`config.mk`:
```
export PLATFORM = sky130hd
export DESIGN_NAME = clock_divider_multi
export DESIGN_NICKNAME = d
export VERILOG_FILES = /design/src/rtl/clock_div_pkg.sv /design/src/rtl/clock_divider_ch.sv /design/src/rtl/clock_divider_multi.sv
export SDC_FILE = /design/constraint.sdc
export NUM_CORES = 1
export LEC_CHECK = 0
export CORE_ASPECT_RATIO = 1.2
export CORE_MARGIN = 2
export CORE_UTILIZATION = 65
export CTS_CLUSTER_DIAMETER = 100
export CTS_CLUSTER_SIZE = 10
export DETAILED_ROUTE_END_ITERATION = 6
export PLACE_DENSITY_LB_ADDON = 0.12
export SYNTH_ARGS = -nofsm -noshare
export SYNTH_HDL_FRONTEND = slang
export SYNTH_HIERARCHICAL = 1
export SYNTH_SLANG_ARGS = --single-unit
```
`constraint.sdc`:
```
create_clock -name clock_in -period 8.4 [get_ports clock_in]
set_input_delay 0.84 -clock clock_in [delete_from_list [all_inputs] [get_ports clock_in]]
set_output_delay 0.84 -clock clock_in [all_outputs]
set_load 0.005 [all_outputs]
```
`src/rtl/clock_div_pkg.sv`:
```
// ---------------------------------------------------------------------------
// clock_div_pkg
//   Shared constants and helpers for the multi-channel clock divider.
//   MODE_TOGGLE / MODE_PULSE : encodings of the per-channel mode input
//   MIN_DIV                  : smallest ratio a channel will actually run
//   clamp_ratio()            : clamps a requested ratio to >= MIN_DIV and
//                              flags when clamping happened
// ---------------------------------------------------------------------------
package clock_div_pkg;

  localparam logic MODE_TOGGLE = 1'b0;
  localparam logic MODE_PULSE  = 1'b1;
  localparam int   MIN_DIV     = 2;

  // Ratio is carried at 32 bits so one helper serves any channel width up
  // to 32; callers zero-extend their ratio in and truncate the result back.
  typedef struct packed {
    logic        err;
    logic [31:0] ratio;
  } clamp_t;

  function automatic clamp_t clamp_ratio(input logic [31:0] r);
    clamp_t res;
    if (r < 32'(MIN_DIV)) begin
      res.err   = 1'b1;
      res.ratio = 32'(MIN_DIV);
    end else begin
      res.err   = 1'b0;
      res.ratio = r;
    end
    return res;
  endfunction

endpackage

```
`src/rtl/clock_divider_ch.sv`:
```
// ---------------------------------------------------------------------------
// clock_divider_ch
//   One divider channel: counter, active-ratio register and registered
//   outputs.
//   clock_in   : system clock, rising edge
//   reset_n    : asynchronous active-low reset
//   enable     : run enable; low holds the channel idle and reloads the ratio
//   mode       : MODE_TOGGLE (~50% duty) or MODE_PULSE (1 cycle per period)
//   div_ratio  : requested ratio, sampled only at load points
//   sync_in    : restart strobe, zeroes the counter and reloads the ratio
//   clock_out  : divided clock / pulse
//   tick_out   : strobe on the last count of each period
//   ratio_err  : active ratio is a clamped value
// ---------------------------------------------------------------------------
module clock_divider_ch
  import clock_div_pkg::*;
#(
  parameter int CNT_W       = 16,
  parameter int DEFAULT_DIV = 2
) (
  input  logic             clock_in,
  input  logic             reset_n,
  input  logic             enable,
  input  logic             mode,
  input  logic [CNT_W-1:0] div_ratio,
  input  logic             sync_in,
  output logic             clock_out,
  output logic             tick_out,
  output logic             ratio_err
);

  logic [CNT_W-1:0] cnt_q, cnt_d;
  logic [CNT_W-1:0] ra_q, ra_d;
  logic             err_q, err_d;
  logic             clk_q, clk_d;
  logic             tick_q, tick_d;

  logic [CNT_W-1:0] hi;
  logic             wrap;
  logic             load;
  clamp_t           clamped;

  // High phase length derives from the active ratio so a pending ratio
  // change cannot distort the period already in progress.
  assign hi      = (ra_q >> 1) + CNT_W'(ra_q[0]);
  assign wrap    = (cnt_q == ra_q - CNT_W'(1));
  assign clamped = clamp_ratio(32'(div_ratio));

  always_comb begin
    // NOTE: every signal gets a default first so no path leaves it
    // unassigned; otherwise synthesis infers a latch.
    cnt_d  = cnt_q;
    ra_d   = ra_q;
    err_d  = err_q;
    clk_d  = clk_q;
    tick_d = tick_q;
    load   = 1'b0;

    // Priority: disable beats sync, sync beats wrap.
    if (!enable) begin
      cnt_d  = '0;
      clk_d  = 1'b0;
      tick_d = 1'b0;
      load   = 1'b1;
    end else if (sync_in) begin
      cnt_d  = '0;
      clk_d  = 1'b0;
      tick_d = 1'b0;
      load   = 1'b1;
    end else begin
      cnt_d  = wrap ? '0 : cnt_q + CNT_W'(1);
      tick_d = wrap;
      clk_d  = (mode == MODE_PULSE) ? (cnt_q == '0) : (cnt_q < hi);
      load   = wrap;
    end

    if (load) begin
      ra_d  = CNT_W'(clamped.ratio);
      err_d = clamped.err;
    end
  end

  // NOTE: sequential state uses non-blocking assignments so every flop
  // samples the pre-edge values regardless of statement order.
  always_ff @(posedge clock_in or negedge reset_n) begin
    if (!reset_n) begin
      cnt_q  <= '0;
      ra_q   <= CNT_W'(DEFAULT_DIV);
      err_q  <= 1'b0;
      clk_q  <= 1'b0;
      tick_q <= 1'b0;
    end else begin
      cnt_q  <= cnt_d;
      ra_q   <= ra_d;
      err_q  <= err_d;
      clk_q  <= clk_d;
      tick_q <= tick_d;
    end
  end

  assign clock_out = clk_q;
  assign tick_out  = tick_q;
  assign ratio_err = err_q;

endmodule

```
`src/rtl/clock_divider_multi.sv`:
```
// ---------------------------------------------------------------------------
// clock_divider_multi
//   NUM_CH independent programmable clock dividers sharing one system clock
//   and a common phase-alignment strobe.
//   clock_in   : system clock, rising edge
//   reset_n    : asynchronous active-low reset
//   enable     : per-channel run enable
//   mode       : per-channel mode, 0 = toggle, 1 = pulse
//   div_ratio  : per-channel ratio, channel i at [i*CNT_W +: CNT_W]
//   sync_in    : 1-cycle strobe restarting all enabled channels in phase
//   clock_out  : per-channel divided clock / pulse
//   tick_out   : per-channel last-count strobe
//   ratio_err  : per-channel clamped-ratio flag
// ---------------------------------------------------------------------------
module clock_divider_multi #(
  parameter int NUM_CH      = 4,
  parameter int CNT_W       = 16,
  parameter int DEFAULT_DIV = 2
) (
  input  logic                    clock_in,
  input  logic                    reset_n,
  input  logic [NUM_CH-1:0]       enable,
  input  logic [NUM_CH-1:0]       mode,
  input  logic [NUM_CH*CNT_W-1:0] div_ratio,
  input  logic                    sync_in,
  output logic [NUM_CH-1:0]       clock_out,
  output logic [NUM_CH-1:0]       tick_out,
  output logic [NUM_CH-1:0]       ratio_err
);

  for (genvar i = 0; i < NUM_CH; i++) begin : g_ch
    clock_divider_ch #(
      .CNT_W       (CNT_W),
      .DEFAULT_DIV (DEFAULT_DIV)
    ) u_ch (
      .clock_in  (clock_in),
      .reset_n   (reset_n),
      .enable    (enable[i]),
      .mode      (mode[i]),
      .div_ratio (div_ratio[i*CNT_W +: CNT_W]),
      .sync_in   (sync_in),
      .clock_out (clock_out[i]),
      .tick_out  (tick_out[i]),
      .ratio_err (ratio_err[i])
    );
  end

endmodule
```
==> impl_metrics.json <==
{
  "avgSynthCellArea_um2": 9.52,
  "ys_types": 63,
  "synth_fa_ha_area_share_pct": 9.19,
  "cts_repair_resize_count": 0,
  "fillerInstances": 1211,
  "tritoncts.num_buffers": 17,
  "core_region_area_mm2": 0.0163,
  "worst-slew-pin-transition_ns": 0.942,
  "synth.yosys.seq_area_share_pct": 32.2,
  "syn-cell-area_mm2": 0.0109,
  "synthesized_net_count": 1299,
  "multiInputGateArea_mm2": 0.00680,
  "cell_area_placed_mm2": 0.0116,
  "post_synth_most_frequent_cells": "sky130_fd_sc_hd__dfrtp_1 (136), sky130_fd_sc_hd__xor2_1 (101), sky130_fd_sc_hd__nor2_1 (98), sky130_fd_sc_hd__xnor2_1 (84), sky130_fd_sc_hd__ha_1 (80)",
  "iteration_count_of_the_initial_detailed_routing_pass": 5,
  "synth-compound-area-share_pct": 7.88,
  "tritoncts_num_sinks": 140,
  "ff2ff_path_depth": 8,
  "timing.clock.skew_ns": 0.00748,
  "synth_top_family_by_area": "simple AND/OR/NAND/NOR gates",
  "globalRouteOverflowTotal": 0,
  "synth_top_area_share_pct": 31.3,
  "htree_num_levels": 4,
  "final_nets": 1343,
  "power_leakage_nw": 5.39,
  "fmax_ghz": 0.260,
  "grt_start_max_net_pins": 72,
  "ff2ff_setup_slack_ns": 4.55,
  "worst_r2r_endpoint": "g_ch[0].u_ch/ra_q[12]",
  "initial_utilization_pct": 66.7,
  "layout.area.seq_mm2": 0.00351,
  "critPathCaptureType": "flop",
  "utilization_pct": 74.9,
  "status": "complete, no violations",
  "global_route_wire_length_before_repair_mm": 41.5,
  "power_per_unit_of_standard_cell_area_mw_per_mm2": 153,
  "synth_area_leaders": "sky130_fd_sc_hd__dfrtp_1 (31%), sky130_fd_sc_hd__ha_1 (9.2%), sky130_fd_sc_hd__xor2_1 (8.1%)",
  "share_of_post_route_cells_with_drive_strength_above_1_pct": 9.66,
  "number_of_enable_flip_flop_cells_after_synthesis": 0,
  "worstPathMaxFanout": 21,
  "port_buffers": 86,
  "holdBufCountCts": 0,
  "1st_iter_drt_viols": 624,
  "synth-simple-area-share_pct": 21.6,
  "floorplan.die_area_mm2": 0.0178,
  "clock_latency_ns": 0.43,
  "power_mw": 1.87,
  "yosysWarnings": 6,
  "final_std_cell_area_no_fill_mm2": 0.0122,
  "place_congestion": 0.914,
  "number_of_vias_in_the_routed_layout": 8656,
  "crit_path_category": "reg2reg",
  "timing_max_transition_violations_final": 0,
  "worst_hold_path_type": "in2async",
  "wl_per_cell_um": 17.7,
  "clkSlewWorstSetupHoldPaths_ns": 0.06,
  "post_syn_instances": 1144,
  "finalCritPeriodShare_pct": 45.8,
  "grt_pass1_vias": 8456,
  "cts_setup_buffers": 0,
  "gr-usage-met2_pct": 49.3,
  "cts-root-to-sink-buffers": 2,
  "synth_top_cell_by_area": "sky130_fd_sc_hd__dfrtp_1",
  "flip_flop_and_latch_count_after_synthesis": 140,
  "dominantRegCellSynth": "sky130_fd_sc_hd__dfrtp_1",
  "setup_viol": 0,
  "synth.area.mux_share_pct": 8.86,
  "number_of_antenna_violations_at_the_first_check_in_global_routing": 0,
  "ir_drop_mv": 0.149,
  "place.detailed.hpwl_mm": 18.2,
  "grt_util_met3_pct": 5.56,
  "totalNegativeSetupSlack_ns": 0,
  "cp_data_arrival_time_ns": 4.16,
  "finalWirelength_mm": 25.1,
  "xor_xnor_fraction_of_synth_area_pct": 14.9,
  "cp_data_required_time_ns": 8.71,
  "post_drt_via_cell_ratio": 6.13,
  "max_cap_violations": 0,
  "cts.root.buffer_cell": "sky130_fd_sc_hd__clkbuf_16",
  "ios": 87,
  "drtAntennaViolNets": 0,
  "global_route.peak_usage_layer": "met2",
  "floorplan.die.height_um": 146,
  "diodes": 0,
  "dieWidth_um": 122,
  "hold_viol": 0,
  "global_route.usage.met1_pct": 37.2,
  "critical_path.reg2reg.startpoint": "g_ch[0].u_ch/ra_q[2]",
  "overall_global_routing_resource_usage_pct": 29.0,
  "maxSlewHeadroom_pct": 36.6,
  "area_growth_pct": 12.3,
  "grt_setup_unrepaired": "false",
  "tritoncts": "done",
  "synth_most_common_cell": "sky130_fd_sc_hd__dfrtp_1",
  "number_of_remaining_drc_errors": 0,
  "min_period_ns": 3.85,
  "placementRows": 51,
  "synthArstFlopShare_pct": 100,
  "critical_path.startpoint_type": "flop"
}
-- state kept, by name, summed over array words and instances, names as in the netlist --
signal and flops:
g_ch.u_ch/tick_out 4, g_ch.u_ch/ratio_err 4, g_ch.u_ch/clock_out 4, g_ch.u_ch/ra_q 64, g_ch.u_ch/cnt_q 64
-- report_power, final --
| group | switching [mW] | leakage, nW | internal, mW | total [mW] |
|---|---|---|---|---|
| clock | 0.292 | 0.299 | 0.511 | 0.803 |
| combinational | 0.139 | 3.30 | 0.156 | 0.296 |
| sequential | 0.0699 | 1.80 | 0.705 | 0.775 |
| total | 0.501 | 5.39 | 1.37 | 1.87 |
-- layer usage --
metal	part of all wire (%)	wire (um)	vias up
met1	43	10700	4178
met4	2.0	499	0
met2	50	12600	266
met3	4.9	1220	53
li1	-	-	4159
met5	0	0	-
-- placed cells by master (no fill, tap or decap), types with 24 or more instances in the layout --
cell type	synthesis	routed
sky130_fd_sc_hd__nand3_1	70	70
sky130_fd_sc_hd__nor2_1	98	98
sky130_fd_sc_hd__and3_1	43	43
sky130_fd_sc_hd__nor4_1	33	33
sky130_fd_sc_hd__a21oi_1	26	26
sky130_fd_sc_hd__clkdlybuf4s50_1	0	85
sky130_fd_sc_hd__inv_1	37	37
sky130_fd_sc_hd__xnor2_1	84	84
sky130_fd_sc_hd__xor2_1	101	101
sky130_fd_sc_hd__dfrtp_1	136	136
sky130_fd_sc_hd__mux2_4	40	40
sky130_fd_sc_hd__nor3_1	31	31
sky130_fd_sc_hd__ha_1	80	80
sky130_fd_sc_hd__nand4_1	24	24
sky130_fd_sc_hd__nand2_1	65	65
-- worst max-delay path by stage --
stage | cells after the start | to | slack [ns] | start
after floorplan | 10 | g_ch[1].u_ch/ra_q[10] | 5.39 | g_ch[1].u_ch/ra_q[2]
after global placement | 8 | g_ch[0].u_ch/ra_q[12] | 4.72 | g_ch[0].u_ch/ra_q[2]
after detailed placement | 8 | g_ch[0].u_ch/ra_q[12] | 4.61 | g_ch[0].u_ch/ra_q[2]
after CTS | 8 | g_ch[0].u_ch/ra_q[12] | 4.56 | g_ch[0].u_ch/ra_q[2]
after global routing | 8 | g_ch[0].u_ch/ra_q[12] | 4.37 | g_ch[0].u_ch/ra_q[2]
final | 8 | g_ch[0].u_ch/ra_q[12] | 4.55 | g_ch[0].u_ch/ra_q[2]
-- kinds of logic (layout without fill, tap and decap cells) --
logic type	Yosys count	count (layout)
xor gates and xnor gates	185	185
adders and majority gates	80	80
DFF	140	140
and+or+nand+nor	440	440
AOI/OAI and AO/OA	123	123
muxes	74	74
buffers and inverters	102	159
-- critical path, stage by stage, from the launching register on --
cell and delay, ns:
sky130_fd_sc_hd__dfrtp_1 0.50, sky130_fd_sc_hd__nor3_1 0.78, sky130_fd_sc_hd__and3_1 0.31, sky130_fd_sc_hd__a21oi_1 0.08
sky130_fd_sc_hd__o311a_1 0.32, sky130_fd_sc_hd__nor4b_2 0.33, sky130_fd_sc_hd__a21o_1 0.63, sky130_fd_sc_hd__buf_4 0.38
sky130_fd_sc_hd__mux2_2 0.37
-- stage by stage --
step                      std cells  worst slack (ns)  hold WS (ns)
final                          1413              4.55         0.385
after global routing           1413              4.37         0.439
after CTS                      1413              4.56         0.433
after detailed placement       1381              4.61         0.515
after global placement         1381              4.72         0.506
after floorplan                1144              5.39         0.491
-- layout make-up --
type	instances	area share [%]
multi-input cells	902	55.6
clock inverters	11	1.36
inverters	37	1.14
repair buffers	90	7.29
clock buffers	21	3.76
flip-flops and latches	140	28.7
well taps	212	2.17
No activity file was read; power rests on OpenSTA's default activity.
